--- src/rtl/key_debounce_n.sv ---
// key_debounce_n
//   Multi-channel key debouncer. Raw key levels are synchronised and sampled
//   on a shared slow tick. A level change is accepted only after
//   DEBOUNCE_TICKS consecutive agreeing samples. Accepted edges produce
//   one-CLK press and release pulses.
//
//   Build option: define KEY_REPEAT_EN to build per-channel auto-repeat.
//   A key held in the pressed state pulses key_repeat after HOLD_TICKS ticks,
//   and then every REPEAT_TICKS ticks. Without the macro, key_repeat is tied
//   to 0 and no hold counters exist.
//
// Ports
//   CLK          system clock, all state on the rising edge
//   RESET        asynchronous, active-high reset
//   din          raw asynchronous key levels (polarity set by ACTIVE_LOW)
//   key_state    debounced level per key, 1 = pressed
//   key_press    one-CLK pulse per accepted press
//   key_release  one-CLK pulse per accepted release
//   key_repeat   one-CLK pulse per auto-repeat event
//   key_any      OR of key_state
module key_debounce_n #(
  parameter int NUM_KEYS       = 5,
  parameter int TICK_DIV       = 50000,
  parameter int DEBOUNCE_TICKS = 20,
  parameter int ACTIVE_LOW     = 1,
  parameter int HOLD_TICKS     = 1000,
  parameter int REPEAT_TICKS   = 200
) (
  input  logic                CLK,
  input  logic                RESET,
  input  logic [NUM_KEYS-1:0] din,
  output logic [NUM_KEYS-1:0] key_state,
  output logic [NUM_KEYS-1:0] key_press,
  output logic [NUM_KEYS-1:0] key_release,
  output logic [NUM_KEYS-1:0] key_repeat,
  output logic                key_any
);

  localparam int DIV_W = (TICK_DIV > 1) ? $clog2(TICK_DIV) : 1;
  localparam int CNT_W = $clog2(DEBOUNCE_TICKS + 1);

  localparam logic [DIV_W-1:0]    DIV_LAST     = DIV_W'(TICK_DIV - 1);
  localparam logic [CNT_W-1:0]    DEB_TARGET   = CNT_W'(DEBOUNCE_TICKS);
  localparam logic [NUM_KEYS-1:0] RAW_RELEASED = {NUM_KEYS{ACTIVE_LOW != 0}};

`ifdef KEY_REPEAT_EN
  localparam int HOLD_MAX = (HOLD_TICKS > REPEAT_TICKS) ? HOLD_TICKS : REPEAT_TICKS;
  localparam int HOLD_W   = $clog2(HOLD_MAX + 1);
  localparam logic [HOLD_W-1:0] HOLD_LAST = HOLD_W'(HOLD_TICKS - 1);
  localparam logic [HOLD_W-1:0] REP_LAST  = HOLD_W'(REPEAT_TICKS - 1);
`endif

  typedef enum logic [1:0] {
    S_IDLE,
    S_PRESS_WAIT,
    S_PRESSED,
    S_RELEASE_WAIT
  } state_t;

  // ---------------------------------------------------------------------------
  // Two-flop synchroniser. It resets to the raw "released" level, so a key
  // held through reset is seen as a new press.
  // ---------------------------------------------------------------------------
  logic [NUM_KEYS-1:0] sync_q1;
  logic [NUM_KEYS-1:0] sync_q2;
  logic [NUM_KEYS-1:0] pressed;

  always_ff @(posedge CLK or posedge RESET) begin
    if (RESET) begin
      sync_q1 <= RAW_RELEASED;
      sync_q2 <= RAW_RELEASED;
    end else begin
      sync_q1 <= din;
      sync_q2 <= sync_q1;
    end
  end

  assign pressed = (ACTIVE_LOW != 0) ? ~sync_q2 : sync_q2;

  // ---------------------------------------------------------------------------
  // Shared sample-tick divider
  // ---------------------------------------------------------------------------
  logic [DIV_W-1:0] div_q;
  logic             tick;

  assign tick = (div_q == DIV_LAST);

  always_ff @(posedge CLK or posedge RESET) begin
    if (RESET) begin
      div_q <= '0;
    end else if (tick) begin
      div_q <= '0;
    end else begin
      div_q <= div_q + 1'b1;
    end
  end

  // ---------------------------------------------------------------------------
  // Per-channel debounce FSMs
  // ---------------------------------------------------------------------------
  for (genvar g = 0; g < NUM_KEYS; g++) begin : g_key
    state_t           st_q;
    state_t           st_d;
    logic [CNT_W-1:0] cnt_q;
    logic [CNT_W-1:0] cnt_d;
    logic [CNT_W-1:0] cnt_inc;
    logic             press_d;
    logic             rel_d;
    logic             kstate_q;
    logic             kpress_q;
    logic             krel_q;

    // The count is at most DEBOUNCE_TICKS-1 in the wait states, so the
    // increment never reaches a value that would wrap.
    assign cnt_inc = cnt_q + 1'b1;

    always_comb begin
      st_d    = st_q;
      cnt_d   = cnt_q;
      press_d = 1'b0;
      rel_d   = 1'b0;
      if (tick) begin
        unique case (st_q)
          S_IDLE: begin
            if (pressed[g]) begin
              if (DEBOUNCE_TICKS == 1) begin
                st_d    = S_PRESSED;
                cnt_d   = '0;
                press_d = 1'b1;
              end else begin
                st_d  = S_PRESS_WAIT;
                cnt_d = CNT_W'(1);
              end
            end
          end
          S_PRESS_WAIT: begin
            if (pressed[g]) begin
              if (cnt_inc == DEB_TARGET) begin
                st_d    = S_PRESSED;
                cnt_d   = '0;
                press_d = 1'b1;
              end else begin
                cnt_d = cnt_inc;
              end
            end else begin
              st_d  = S_IDLE;
              cnt_d = '0;
            end
          end
          S_PRESSED: begin
            if (!pressed[g]) begin
              if (DEBOUNCE_TICKS == 1) begin
                st_d  = S_IDLE;
                cnt_d = '0;
                rel_d = 1'b1;
              end else begin
                st_d  = S_RELEASE_WAIT;
                cnt_d = CNT_W'(1);
              end
            end
          end
          S_RELEASE_WAIT: begin
            if (!pressed[g]) begin
              if (cnt_inc == DEB_TARGET) begin
                st_d  = S_IDLE;
                cnt_d = '0;
                rel_d = 1'b1;
              end else begin
                cnt_d = cnt_inc;
              end
            end else begin
              // A bounce back to pressed is not a new press, so no pulse.
              st_d  = S_PRESSED;
              cnt_d = '0;
            end
          end
          default: begin
            st_d  = S_IDLE;
            cnt_d = '0;
          end
        endcase
      end
    end

    always_ff @(posedge CLK or posedge RESET) begin
      if (RESET) begin
        st_q     <= S_IDLE;
        cnt_q    <= '0;
        kstate_q <= 1'b0;
        kpress_q <= 1'b0;
        krel_q   <= 1'b0;
      end else begin
        st_q     <= st_d;
        cnt_q    <= cnt_d;
        kstate_q <= (st_d == S_PRESSED) || (st_d == S_RELEASE_WAIT);
        kpress_q <= press_d;
        krel_q   <= rel_d;
      end
    end

    assign key_state[g]   = kstate_q;
    assign key_press[g]   = kpress_q;
    assign key_release[g] = krel_q;

`ifdef KEY_REPEAT_EN
    // The hold counter runs only while the channel stays in PRESSED. The
    // tick that enters PRESSED counts as tick 0. rep_phase selects between
    // the initial hold interval and the repeat interval.
    logic [HOLD_W-1:0] hold_q;
    logic [HOLD_W-1:0] hold_d;
    logic              rep_phase_q;
    logic              rep_phase_d;
    logic              rep_d;
    logic              krep_q;

    always_comb begin
      hold_d      = hold_q;
      rep_phase_d = rep_phase_q;
      rep_d       = 1'b0;
      if ((st_q != S_PRESSED) || (st_d != S_PRESSED)) begin
        hold_d      = '0;
        rep_phase_d = 1'b0;
      end else if (tick) begin
        if (hold_q >= (rep_phase_q ? REP_LAST : HOLD_LAST)) begin
          rep_d       = 1'b1;
          hold_d      = '0;
          rep_phase_d = 1'b1;
        end else begin
          hold_d = hold_q + 1'b1;
        end
      end
    end

    always_ff @(posedge CLK or posedge RESET) begin
      if (RESET) begin
        hold_q      <= '0;
        rep_phase_q <= 1'b0;
        krep_q      <= 1'b0;
      end else begin
        hold_q      <= hold_d;
        rep_phase_q <= rep_phase_d;
        krep_q      <= rep_d;
      end
    end

    assign key_repeat[g] = krep_q;
`endif
  end

`ifndef KEY_REPEAT_EN
  // Auto-repeat is not built, so key_repeat is tied low. The repeat timing
  // parameters are still referenced so that every parameter has a use.
  localparam bit REPEAT_CFG_OK = (HOLD_TICKS >= 1) && (REPEAT_TICKS >= 1);
  assign key_repeat = {NUM_KEYS{1'b0 & REPEAT_CFG_OK}};
`endif

  assign key_any = |key_state;

endmodule

--- config.mk ---
export PLATFORM = sky130hd
export DESIGN_NAME = key_debounce_n
export DESIGN_NICKNAME = d
export VERILOG_FILES = /design/src/rtl/key_debounce_n.sv
export SDC_FILE = /design/constraint.sdc
export NUM_CORES = 1
export LEC_CHECK = 0
export ABC_AREA = 1
export CORE_ASPECT_RATIO = 2
export CORE_MARGIN = 10
export CORE_UTILIZATION = 28
export CTS_BUF_LIST = sky130_fd_sc_hd__clkbuf_8
export DETAILED_ROUTE_END_ITERATION = 8
export MAX_ROUTING_LAYER = met4
export PLACE_DENSITY_LB_ADDON = 0.25
export SETUP_SLACK_MARGIN = 0.05
export SYNTH_ARGS = -nofsm -noshare
export SYNTH_HDL_FRONTEND = slang
export SYNTH_SLANG_ARGS = --single-unit
--- constraint.sdc ---
create_clock -name CLK -period 3.6 [get_ports CLK]
set_input_delay 0.9 -clock CLK [delete_from_list [all_inputs] [get_ports CLK]]
set_output_delay 0.9 -clock CLK [all_outputs]
set_load 0.02 [all_outputs]
# After elaboration in Yosys (flattened, before gate mapping)
# Index checks and enable logic that the tools add are counted.
# Widths: inputs -> output; s select.
[word_totals] reg_bits=76 latchBits=0 ramBits=0 rom_bits=0 inputBits=7 wordCells=198 n_memories=0
[op_classes] addsub=6 mul=0 div=0 order_cmp=0 eq_ne=41 n_shift=0 muxes=106 bitwise=1 n_reduce_logical=16
[ops] cell="$mux 5" count=25
[ops] cell="$pmux 5 s4" count=5
[ops] cell="$mux 2" count=35
[ops] cell="$eq 2x2->1 const B" count=20
[ops] cell="$pmux 2 s4" count=5
[ops] cell="$mux 1" count=35
[ops] cell="$add 5x1->5 const B" count=5
[ops] cell="$eq 5x5->1 const B" count=5
[ops] cell="$ne 2x2->1 const B" count=10
[ops] cell="$add 16x1->16 const B" count=1
[ops] cell="$eq 16x16->1 const B" count=1
[ops] cell="$mux 16" count=1
[ops] cell="$reduce_and 3->1" count=5
[ops] cell="$eq 2x1->1 const B" count=5
[ops] cell="$logic_not 2->1" count=5
[ops] cell="$logic_or 1x1->1" count=5
[ops] cell="$not 5->5" count=1
[ops] cell="$reduce_or 5->1" count=1

# Longest topological paths before layout
# Gate-level depths: netlist of the first run.
[depth] depth_word=8 mapped_depth=10 mapped_depth_nobuf=10

# Least setup slack after synthesis of the first run
# Ideal clock, no wire load.
[synth_path] path_type="register to output" from="register g_key[3].kstate_q" to="output key_any" arrival_ns=0.679 path_slack_ns=2.021 stages_incl_launch_ff=3 path_buffers=0 path_cell_list="dfrtp_1 nor3_1 nand2_1"
[synth_between] elab_chain_len=1
[synth_lines] item="start, declared" line="109" source="logic kstate_q;"
[synth_lines] item="start signal, assigned" line="195" source="kstate_q <= (st_d == S_PRESSED) || (st_d == S_RELEASE_WAIT);"
[synth_lines] item="$reduce_or 5->1" line="257" source="assign key_any = |key_state;"
[synth_lines] item="end, declared" line="36" source="output logic key_any"
# No other way between the ends.

# Final worst setup path of the first run
[layout_path] from="register g_key[2].kstate_q" to="output key_any"
[layout_between] elab_chain_len=1
[layout_lines] item="start, declared" line="109"
[layout_lines] item="start signal, assigned" line="195"
[layout_lines] item="$reduce_or 5->1" line="257"
# No other way between the ends.

==> results of run 1 <==
where the power goes:
group          switching, µW  leakage (µW)  internal, µW
clock network            323      0.000110           409
registers               5.81       0.00101           863
logic                   26.8      0.000990          11.2
total                    356       0.00211          1280
cells in the mapped netlist:
master,instances,share of area [%]
nor2_2,3,0.49
xor2_1,11,2.5
nand2_2,2,0.32
o22ai_1,4,0.65
inv_2,2,0.19
dfstp_2,10,6.8
or2_2,1,0.16
buf_2,2,0.26
conb_1,1,0.097
buf_6,1,0.29
a21oi_1,3,0.39
nand3_2,2,0.52
nand4_1,14,2.3
nor3b_1,2,0.39
nor2_4,2,0.58
and2_1,4,0.65
nand3b_1,4,0.78
nor2_1,58,5.6
o21ai_0,21,2.7
clkinv_1,1,0.097
nand3_1,40,5.2
inv_1,68,6.6
buf_4,21,4.1
dfrtp_1,66,43
nor3_1,16,2.1
ha_1,6,1.9
nand2_1,113,11
xnor2_1,2,0.45
path summary, 6_finish.rpt:
check | end | slack [ns] | depth (start not counted)
max in group asynchronous | sync_q2[1] | 1.97 | 3
setup / recovery | key_any | 1.19 | 3
hold reg to reg | sync_q2[2] | 0.35 | 0
min in group asynchronous | div_q[11] | 0.91 | 2
setup reg to reg | g_key[0].cnt_q[0] | 1.56 | 9
hold / removal | sync_q2[2] | 0.35 | 0
stage by stage:
stage | total power [µW] | hold WS (ns) | std cells | setup slack [ns]
2_1_floorplan | 911 | 0.345 | 484 | 0.778
3_3_place_gp | 925 | 0.346 | 638 | 1.53
3_5_place_dp | 926 | 0.347 | 638 | 1.50
4_1_cts | 1670 | 0.349 | 654 | 1.13
5_1_grt | 1710 | 0.351 | 654 | 1.08
6_report | 1640 | 0.347 | 654 | 1.19
metal layers:
layer / global-route usage [%] / vias to the layer above
li1: - / 1516
met1: 8.86 / 1401
met2: 16.4 / 47
met3: 2.27 / 8
met4: 3.92 / 0
met5: - / -
flip-flops by register name, summed over array words and instances, names as in the netlist:
| signal | flops |
|---|---|
| g_key.cnt_q | 25 |
| div_q | 16 |
| g_key.kpress_q | 5 |
| g_key.kstate_q | 5 |
| g_key.st_q | 10 |
| sync_q1 | 5 |
| sync_q2 | 5 |
| g_key.krel_q | 5 |
area by class of cell:
class | count | area (µm²) | share of cell area [%]
Sequential cell | 76 | 1910 | 44.0
Multi-Input combinational cell | 313 | 1510 | 34.8
Inverter | 71 | 267 | 6.12
Timing Repair Buffer | 23 | 240 | 5.52
Tap cell | 155 | 194 | 4.46
Clock buffer | 10 | 138 | 3.16
Clock inverter | 6 | 87.6 | 2.01
worst max-delay path: cells and delay by family, from the launching register on:
kind,cells,cell delay (ns)
buffers and inverters,1,0.54
flip-flops,1,0.40
AND/OR/NAND/NOR,2,0.23
logic make-up (layout without fill, tap and decap cells):
family	count (synthesis)	after routing	share of synthesized area (%)
and+or+nand+nor	261	261	30.1
AOI/OAI and AO/OA	28	28	3.76
xor gates and xnor gates	13	13	2.95
buffers and inverters	95	110	11.5
adders and majority gates	6	6	1.95
other	1	5	0.0972
DFF	76	76	49.6
==> summary.md, run 1 <==
| Metric | Value |
|---|---|
| GRT Overall Usage | 9.10% |
| Initial antenna violation count | 0 |
| Row count | 60 |
| Worst Setup End Kind | output port |
| Largest net degree at the start of global routing | 54 |
| Worst Tran Pin Value | 0.656 ns |
| Root buf cell | clkbuf_8 |
| Crit-path slowest cell | clkdlybuf4s50_1 |
| Residual DRC | 0 |
| Clock transition at the registers of the reported paths | 0.09 ns |
| Sink Count | 76 |
| Pins Over Slew Limit | 0 |
| Fin crit share | 67.1% |
| DR vias | 2,972 |
| Routability Congestion | 0.796 |
| Worst r2r src | div_q[0] |
| Mapped Cells | 480 |
| Dpl hpwl | 5900 µm |
| Yosys reg bits | 76 |
| Number of top-level pins | 28 |
| WL per Instance | 12.0 µm |
| Die width | 103 µm |
| Critical path startpoint | g_key[2].kstate_q |
| Final Instance Area | 4350 µm² |
| Max_slew headroom | 56.1% |
| Avg Cell Area, Syn | 8.04 µm² |
| RSZ-0062 raised after global routing | no |
| First-pass GRT wire length | 13,500 µm |
| Cell breakdown of the critical path | nor3_1 -> nand2_1 -> clkdlybuf4s50_1 |
| Setup violators final | 0 |
| N_diodes | 0 |
| Core ar. | 13,500 µm² |
| Core Util, Final | 32.2% |
| CP Class | reg2out |
| Crit path DAT | 1.51 ns |
| Max Fclk | 0.414 GHz |
| DR WL met3 | 278 µm |
| CTS Buf Count | 9 |
| MaxCap Viol Count | 0 |
| Placed Area | 4130 µm² |
| Yosys cell types | 28 |
| I/O Buffers | 22 |
| TritonRoute pass-1 iters | 4 |
| Top layer in use | met4 |
| Share of cells above drive strength 1 | 7.82% |
| YS warnings | 0 |
| Nets | 507 |
| Hold_buf cts | 0 |
| Post_cts resized | 0 |
| Worst Setup Start Kind | flop |
| Cell area after synthesis | 3860 µm² |
| Commonest cells after routing, fill and taps aside | nand2_1 (113), inv_1 (68), dfrtp_1 (66), nor2_1 (58), nand3_1 (40) |
| Clock period minus worst slack | 2.41 ns |
| Worst Hold Class | reg2reg |
| CTS tree | yes |
| Crit path required time | 2.70 ns |
| ANT nets after route | 0 |
| Seq/Total Area, Yosys | 49.6% |
| Status | finished, final reports clean |
| Crit-path max cell delay | 0.54 ns |
| Die H | 186 µm |
| Setup_tns | 0 ns |
| Vias in the first global route | 2,987 |
| Worst-path maximum fanout | 2 |
| DR iter-0 viols | 147 |
| Routed vias/inst | 4.54 |
| Post-CTS setup buffers | 0 |
| Peak supply drop | 0.159 mV |
| Initial Utilization | 28.5% |
| Wl on met1 | 3190 µm |
| Leading cell type in the layout, fill and taps excluded | nand2_1 |
| H-tree lvl count | 3 |
| Hold_sp | sync_q1[2] |
| Drt total wl | 7880 µm |
| Leak pwr | 0.00211 µW |
| Worst-case clock buffer depth | 2 |
| Die ar. | 19,200 µm² |
| Layout area overhead | 12.8% |
| Gr ovfl total | 0 |
| Final Hold Viols | 0 |
| Fillers | 1,397 |
| Worst skew pair latency | 0.35 ns |
| Worst Skew | 0.0110 ns |
| PD cells | 377 nW/µm² |
| Met2 wire length | 4280 µm |
Power figures use the tool's default switching activity.
==> run 2: changes to the inputs <==
==> constraint.sdc (replaced) <==
create_clock -name CLK -period 2.2 [get_ports CLK]
set_input_delay 0.55 -clock CLK [delete_from_list [all_inputs] [get_ports CLK]]
set_output_delay 0.55 -clock CLK [all_outputs]
set_load 0.02 [all_outputs]
==> run 2 against run 1 <==
- utilization increased by 0.25 points
- via count increased by 1.4%
- routed wire length increased by 4.8%
- setup slack got worse by 0.88 ns
- power increased by 58%
==> summary.md, run 2 (synthesized netlist as in run 1, its figures left out) <==
| Metric | Value |
|---|---|
| Status | finished, final reports clean (unchanged) |
| Row count | 60 (unchanged) |
| Sink Count | 76 (unchanged) |
| DR vias | 3,015 (was 2,972) |
| Dpl hpwl | 6450 µm (was 5900 µm) |
| Post-CTS setup buffers | 0 (unchanged) |
| Worst Hold Class | reg2reg (unchanged) |
| Post_cts resized | 0 (unchanged) |
| Delay-heaviest family, CP | buffers and inverters (unchanged) |
| Max Fclk | 0.529 GHz |
| Largest net degree at the start of global routing | 49 (was 54) |
| Crit-path slowest cell | clkdlybuf4s50_1 (unchanged) |
| Sw frac | 22.1% (was 21.7%) |
| Routability Congestion | 0.821 (was 0.796) |
| Layout area overhead | 13.7% (was 12.8%) |
| Max FFs per register | 25 (unchanged) |
| Clock power share | 42.7% (was 44.7%) |
| Core ar. | 13,500 µm² (unchanged) |
| Setup_tns | 0 ns (unchanged) |
| NetSw | 574 µW (was 356 µW) |
| MaxCap Viol Count | 0 (unchanged) |
| Vias in the first global route | 3,046 (was 2,987) |
| Peak supply drop | 0.307 mV (was 0.159 mV) |
| First-pass GRT wire length | 13,900 µm (was 13,500 µm) |
| Fin crit share | 85.9% |
| Commonest cells after routing, fill and taps aside | nand2_1 (113), inv_1 (67), dfrtp_1 (66), nor2_1 (58), nand3_1 (40) (was nand2_1 (113), inv_1 (68), dfrtp_1 (66), nor2_1 (58), nand3_1 (40)) |
| Final Hold Viols | 0 (unchanged) |
| Die ar. | 19,200 µm² (unchanged) |
| DR iter-0 viols | 108 (was 147) |
| Worst Skew | 0.0111 ns (was 0.0110 ns) |
| CTS tree | yes (unchanged) |
| Die H | 186 µm (unchanged) |
| Clock period minus worst slack | 1.89 ns |
| Combinational share of power | 2.5% (was 2.3%) |
| Drt total wl | 8260 µm (was 7880 µm) |
| Crit path DAT | 1.34 ns (was 1.51 ns) |
| Nets | 511 (was 507) |
| Hold_buf cts | 0 (unchanged) |
| Clock transition at the registers of the reported paths | 0.08 ns (was 0.09 ns) |
| Final total power | 2590 µW (was 1640 µW) |
| Top Registers | g_key.cnt_q (25), div_q (16), g_key.st_q (10) (unchanged) |
| CTS Buf Count | 9 (unchanged) |
| Share of cells above drive strength 1 | 8.75% (was 7.82%) |
| Cell breakdown of the critical path | clkdlybuf4s50_1 (was nor3_1 -> nand2_1 -> clkdlybuf4s50_1) |
| RSZ-0062 raised after global routing | no (unchanged) |
| Root buf cell | clkbuf_8 (unchanged) |
| Number of top-level pins | 28 (unchanged) |
| TritonRoute pass-1 iters | 4 (unchanged) |
| Largest Register | g_key.cnt_q (unchanged) |
| PD cells | 591 nW/µm² (was 377 nW/µm²) |
| Setup violators final | 0 (unchanged) |
| Initial Utilization | 28.5% (unchanged) |
| N_diodes | 0 (unchanged) |
| Worst skew pair latency | 0.36 ns (was 0.35 ns) |
| I/O Buffers | 22 (unchanged) |
| Core Util, Final | 32.5% (was 32.2%) |
| Worst hold slack | 0.358 ns (was 0.347 ns) |
| Worst Setup End Kind | output port (unchanged) |
| Sequential power share | 54.9% (was 53.0%) |
| ANT nets after route | 0 (unchanged) |
| Die width | 103 µm (unchanged) |
| Internal power | 2020 µW (was 1280 µW) |
| Initial antenna violation count | 0 (unchanged) |
| Worst Setup Start Kind | flop (unchanged) |
| H-tree lvl count | 3 (unchanged) |
| Pins Over Slew Limit | 0 (unchanged) |
| Residual DRC | 0 (unchanged) |
| Leak pwr | 0.00214 µW (was 0.00211 µW) |
| Routed vias/inst | 4.58 (was 4.54) |
| Crit path required time | 1.65 ns (was 2.70 ns) |
| CP Class | reg2out (unchanged) |
| WL per Instance | 12.5 µm (was 12.0 µm) |
| Gr ovfl total | 0 (unchanged) |
| Crit-path max cell delay | 0.62 ns (was 0.54 ns) |
| GRT Overall Usage | 9.58% (was 9.10%) |
| Leading cell type in the layout, fill and taps excluded | nand2_1 (unchanged) |
| Worst-path maximum fanout | 2 (unchanged) |
| Worst-case clock buffer depth | 2 (unchanged) |
| CP bufs+invs | 1 (unchanged) |
## run 2: cell types whose count changed in the layout (fill, tap and decap cells not counted), sizes merged
cell	previous run	this run
clkinvlp	2	3
bufinv	2	1
dlymetal6s2s	0	1
buf	1	5
clkdlybuf4s50	22	21
clkinv	1	2
clkbuf	10	11
inv	72	70
## run 2: path summary, 6_finish.rpt
| kind | start | endpoint | slack (ns) | cells past startpoint |
|---|---|---|---|---|
| hold reg to reg | sync_q1[4] | sync_q2[4] | 0.36 | 0 |
| min in group asynchronous | RESET | div_q[10] | 0.50 | 2 |
| hold / removal | sync_q1[4] | sync_q2[4] | 0.36 | 0 |
| max in group asynchronous | RESET | sync_q2[1] | 1.09 | 3 |
| setup / recovery | g_key[3].kstate_q | key_state[3] | 0.31 | 1 |
| setup reg to reg | div_q[0] | g_key[0].kpress_q | 0.39 | 8 |
## run 2: metal layers
| metal | wire length (µm) | track usage, % | share of wire (%) | vias to the layer above |
|---|---|---|---|---|
| met5 | 0 | - | 0 | - |
| met4 | 192 | 4.92 | 2.3 | 0 |
| met3 | 348 | 2.41 | 4.2 | 11 |
| met2 | 4620 | 17.8 | 56 | 59 |
| met1 | 3090 | 8.55 | 37 | 1421 |
| li1 | - | - | - | 1524 |
## run 2: layout make-up
type / instances / area (µm²)
Multi-Input combinational cell: 313 / 1510
Inverter: 71 / 270
Clock buffer: 11 / 151
Tap cell: 155 / 194
Clock inverter: 5 / 58.8
Fill cell: 1396 / 9130
Sequential cell: 76 / 1910
Timing Repair Buffer: 27 / 285
## run 2: metrics by stage
stage	area, µm²	setup WS (ns)	cells
CTS	4380	0.0847	658
floorplan	3880	0.684	484
finish	4390	0.310	658
detailed placement	4170	0.358	642
global route	4390	0.215	658
global placement	4170	0.390	642
## run 2: worst register-to-register path: cells and delay by family, from the launching register on
kind                     cells  cell delay (ns)
flip-flops                   1             0.38
AND/OR/NAND/NOR              6             0.92
adder cells (fa/ha/maj)      1             0.21
buffers and inverters        1             0.20
## run 2: power by group through the flow
stage / Sequential (µW) / Combinational (µW) / Clock [µW]
6_report: 1420 / 63.9 / 1110
4_1_cts: 1420 / 67.5 / 1160
3_5_place_dp: 1450 / 67.3 / 0
2_1_floorplan: 1450 / 45.2 / 0
3_3_place_gp: 1450 / 66.9 / 0
5_1_grt: 1420 / 73.8 / 1200
